File: config.mk
export PLATFORM = sky130hd
export DESIGN_NAME = display_arbiter
export DESIGN_NICKNAME = d
export VERILOG_FILES = /design/src/rtl/display_arbiter.sv
export SDC_FILE = /design/constraint.sdc
export NUM_CORES = 1
export LEC_CHECK = 0
export ABC_AREA = 1
export CORE_AREA = 2 2 63 80
export CTS_CLUSTER_SIZE = 10
export DETAILED_ROUTE_END_ITERATION = 6
export DIE_AREA = 0 0 65 82
export PLACE_DENSITY = 0.78
export SLEW_MARGIN = 10
export SYNTH_ARGS = -nofsm -noshare
export SYNTH_HDL_FRONTEND = slang
export SYNTH_SLANG_ARGS = --single-unit
File: constraint.sdc
create_clock -name clock -period 1.7 [get_ports clock]
set_input_delay 0.255 -clock clock [delete_from_list [all_inputs] [get_ports clock]]
set_output_delay 0.255 -clock clock [all_outputs]
set_load 0.01 [all_outputs]
File: src/rtl/display_arbiter.sv
// display_arbiter: round-robin arbiter placing one of two requester bytes on a display for a minimum dwell time
module display_arbiter #(
  parameter int DWELL_CYCLES = 25000000,
  parameter int CNT_W = 25
) (
  input  logic       clock,
  input  logic       reset,
  input  logic       req0_valid,
  input  logic [7:0] req0_data,
  output logic       req0_ready,
  input  logic       req1_valid,
  input  logic [7:0] req1_data,
  output logic       req1_ready,
  input  logic       hold,
  output logic [7:0] disp_data,
  output logic [1:0] disp_src,
  output logic       busy
);
  typedef enum logic {IDLE, DWELL} state_t;
  state_t state, state_nx;
  logic [CNT_W-1:0] cnt, cnt_nx;
  logic last_src, last_src_nx;
  logic [7:0] disp_data_nx;
  logic [1:0] disp_src_nx;
  logic grant_ok, win1;
  // last_src is 1 when req1 was granted most recently; a tie goes to the other requester
  assign win1 = req1_valid & (~req0_valid | ~last_src);
  assign grant_ok = (state == IDLE) & reset & ~hold;
  assign req0_ready = grant_ok & req0_valid & ~win1;
  assign req1_ready = grant_ok & win1;
  assign busy = (state == DWELL);
  always_comb begin
    state_nx = state;
    cnt_nx = cnt;
    last_src_nx = last_src;
    disp_data_nx = disp_data;
    disp_src_nx = disp_src;
    if (req0_ready || req1_ready) begin
      state_nx = DWELL;
      cnt_nx = CNT_W'(DWELL_CYCLES - 1);
      last_src_nx = req1_ready;
      disp_data_nx = req1_ready ? req1_data : req0_data;
      disp_src_nx = req1_ready ? 2'b10 : 2'b01;
    end else if (state == DWELL) begin
      cnt_nx = (cnt != '0) ? cnt - 1'b1 : cnt;
      state_nx = (cnt == '0 && !hold) ? IDLE : DWELL;
    end
  end
  always_ff @(posedge clock) begin
    if (!reset) begin
      state <= IDLE;
      cnt <= '0;
      last_src <= 1'b1;
      disp_data <= 8'h00;
      disp_src <= 2'b00;
    end else begin
      state <= state_nx;
      cnt <= cnt_nx;
      last_src <= last_src_nx;
      disp_data <= disp_data_nx;
      disp_src <= disp_src_nx;
    end
  end
endmodule

==> impl_metrics.py <==
metrics = {
    "outcome": {
        "status": "finished, final reports clean",
    },
    "pwr": {
        "cellLeakagePower_nw": 1.48,
        "comb_power_share_pct": 42.3,
        "power_mw": 3.22,
        "power.switching_mw": 1.24,
        "power_frac_clock_pct": 25.2,
        "cellPowerDensity_nw_per_um2": 1050,
        "switching_share_pct": 38.5,
        "peakVddDrop_mv": 0.711,
        "intPower_mw": 1.98,
        "seq_power_share_pct": 32.5,
    },
    "final_layout": {
        "final_cells": 469,
        "fillers": 369,
        "num_antenna_cells": 0,
        "drive_above_1_share_pct": 22.5,
        "stdcell_area_um2": 3060,
        "nets": 431,
        "synthToLayoutAreaGrowth_pct": 36.3,
    },
    "clock_network": {
        "cts_buffers": 5,
        "cts_tree": "built",
        "cts.clk_slew.worst_paths_ns": 0.08,
        "cts-root-buf": "clkbuf_8",
        "clk_latency_ns": 0.30,
        "cts_buffer_depth": 2,
        "htreeDepth": 2,
        "cts_hold_buf": 0,
        "cts_num_sinks": 37,
    },
    "place": {
        "place_congestion": 0.858,
        "placed_area_um2": 2740,
        "dp_cells": 449,
        "place_ws_ns": -0.309,
        "dpl.hpwl_um": 3920,
        "io_buffers": 33,
    },
    "critical_path": {
        "crit_slowest_cell": "dfxtp_2",
        "cp.depth": 13,
        "cp_common_cell": "nand2_1",
        "crit_required_ns": 1.90,
        "reg2reg_depth": 13,
        "setup.worst_path.end_class": "flop",
        "startpoint_type": "flop",
        "cp_num_buf_inv": 4,
        "path_cells": "inv_4 > ha_4 > inv_2 > nor2_1 > nand2_1 > nor2_2 > nand3_4 > nand2_8 > clkinv_8 > nor2_4 > nand2_1 > nand2_1 > inv_1",
        "cp_top_family": "simple AND/OR/NAND/NOR gates",
        "crit_type": "reg2reg",
        "slowest_delay_ns": 0.34,
        "cp_max_fo": 8,
        "arrival_ns": 1.89,
    },
    "sta": {
        "finalSetupViolations": 0,
        "fin_ws_ns": 0.0102,
        "tns_ns": 0,
        "worst_pin_slew_ns": 0.332,
        "slew_viol_final": 0,
        "post-route-period-util_pct": 99.4,
        "fin_crit_ns": 1.69,
        "maxSlewHeadroom_pct": 77.7,
        "fin_worst_skew_ns": 0.00386,
        "finalHoldViolations": 0,
        "rsz0062_at_grt": "yes",
        "fmax_mhz": 592,
    },
    "detailed_routing": {
        "first_pass_iters": 4,
        "wl_met2_um": 3060,
        "wl_met3_um": 469,
        "ant_nets": 0,
        "dr.max_layer_used": "met4",
        "vias_per_cell": 5.20,
        "wl_met1_um": 2320,
        "drc": 0,
        "finalWirelength_um": 6050,
        "wire_per_inst_um": 12.9,
        "vias": 2441,
        "drtIter0Drc": 145,
    },
    "synthesis": {
        "yosysWarnings": 0,
        "netlist_area_um2": 2240,
        "avgSynthCellArea_um2": 6.54,
        "ys_ff_latch": 37,
        "netlist_instances": 343,
        "ys_types": 31,
        "seq_area_frac_synth_pct": 33.0,
        "syn-num-nets": 366,
    },
    "grt": {
        "grt_pass1_wl_um": 8960,
        "grt_max_degree": 28,
        "antenna_found_initial": 0,
        "grt_pass1_vias": 2111,
        "overflow": 0,
        "grt_usage_pct": 21.6,
    },
    "run": {
        "cap_violations": 0,
    },
    "floorplan": {
        "ios": 34,
        "die_h_um": 82,
        "die_area_um2": 5330,
        "start_util_pct": 48.9,
        "row_count": 28,
        "coreArea_um2": 4590,
        "die_w_um": 65,
    },
    "hold_path": {
        "min_path_type": "in2reg",
        "min_path_cells": 4,
    },
}
area by class of cell:
cell class | count | area (µm²) | area share, %
clock buffers | 6 | 82.6 | 2.70
clock inverters | 2 | 37.5 | 1.23
inverters | 55 | 226 | 7.40
multi-input cells | 241 | 1290 | 42.3
flip-flops and latches | 37 | 743 | 24.3
well taps | 60 | 75.1 | 2.45
repair buffers | 67 | 589 | 19.3
repair inverters | 1 | 11.3 | 0.368
cells in the final DEF (no fill, tap or decap), types with 5 or more instances in the layout:
cell type	count
dfxtp_1	35
nand2_1	83
nand4_1	7
nand3_1	29
a21oi_1	7
clkbuf_8	6
nor2_4	8
o21ai_0	22
buf_4	34
nor2_2	10
nand3_2	9
a31oi_1	8
nand2_2	5
clkdlybuf4s50_1	28
inv_1	48
nor2_1	37
worst reg2reg max path, cell delays in order (launching register included):
cell	delay, ns
dfxtp_2	0.34
inv_4	0.08
ha_4	0.14
inv_2	0.03
nor2_1	0.07
nand2_1	0.07
nor2_2	0.16
nand3_4	0.14
nand2_8	0.19
clkinv_8	0.11
nor2_4	0.10
nand2_1	0.05
nand2_1	0.06
inv_1	0.04
path summary, 6_finish.rpt:
path | from | endpoint | slack (ns)
worst min-delay path | reset | cnt[0]$_SDFFE_PN0P_ | 0.38
worst max-delay path | cnt[0]$_SDFFE_PN0P_ | busy$_SDFF_PN0_ | 0.01
worst min register to register | disp_src[1]$_SDFFE_PN0P_ | disp_src[1]$_SDFFE_PN0P_ | 0.47
worst max register to register | cnt[0]$_SDFFE_PN0P_ | busy$_SDFF_PN0_ | 0.01
state kept, by name (all words and copies together) (netlist names):
register and count:
disp_data 8, cnt 25, disp_src 2, last_src 1, busy 1
kinds of logic after synthesis:
family / Yosys count / share of synthesized area [%]
buf+inv: 67 / 13.8
fa+ha+maj: 2 / 1.11
compound gates: 38 / 9.03
xor+xnor: 2 / 0.781
simple gates: 197 / 42.3
flops: 37 / 33.0
routing by layer:
| metal | GRT usage (%) | vias up |
|---|---|---|
| li1 | - | 1211 |
| met1 | 24.1 | 1109 |
| met2 | 37.9 | 101 |
| met3 | 6.03 | 20 |
| met4 | 10.0 | 0 |
| met5 | 0 | - |
power by group through the flow:
stage	Clock (mW)	Combinational, mW	Sequential [mW]
after floorplan	0	0.814	1.05
after global placement	0	1.12	1.05
after detailed placement	0	1.14	1.05
after CTS	0.821	1.16	1.03
after global routing	0.854	1.50	1.06
final	0.811	1.36	1.04
cells in the mapped netlist:
master / number / area (µm²)
nand2_1: 84 / 315
inv_1: 50 / 188
nor2_1: 41 / 154
dfxtp_1: 37 / 741
nand3_1: 31 / 155
o21ai_0: 22 / 110
nor2_2: 11 / 68.8
a31oi_1: 8 / 50.1
a21oi_1: 7 / 35.0
nand3_2: 7 / 70.1
nand4_1: 7 / 43.8
buf_4: 4 / 30.0
nand2_2: 4 / 25.0
buf_2: 3 / 15.0
buf_6: 3 / 33.8
inv_2: 3 / 11.3
nor2_4: 3 / 33.8
nor3_1: 3 / 15.0
ha_1: 2 / 25.0
xor2_1: 2 / 17.5
a21boi_0: 1 / 7.51
and2_1: 1 / 6.26
buf_8: 1 / 15.0
clkbuf_1: 1 / 3.75
clkinv_2: 1 / 5.00
inv_6: 1 / 8.76
nand2_8: 1 / 20.0
nand3_4: 1 / 17.5
nand3b_1: 1 / 7.51
nor3_2: 1 / 10.0
nor4_1: 1 / 6.26
through the flow:
stage / hold slack, ns / util [%]
global route: 0.403 / 66.7
detailed placement: 0.453 / 59.7
floorplan: 0.415 / -
CTS: 0.478 / 62.4
finish: 0.379 / 66.7
global placement: 0.449 / 59.7
timing repair:
item	CTS	global route
endpoints found under the hold margin	0	0
gates cloned	0	3
pin swaps	0	6
endpoints found under the setup margin	4	33
resized for setup	7	28
setup buffers	0	9
No activity file was read; power rests on OpenSTA's default activity.
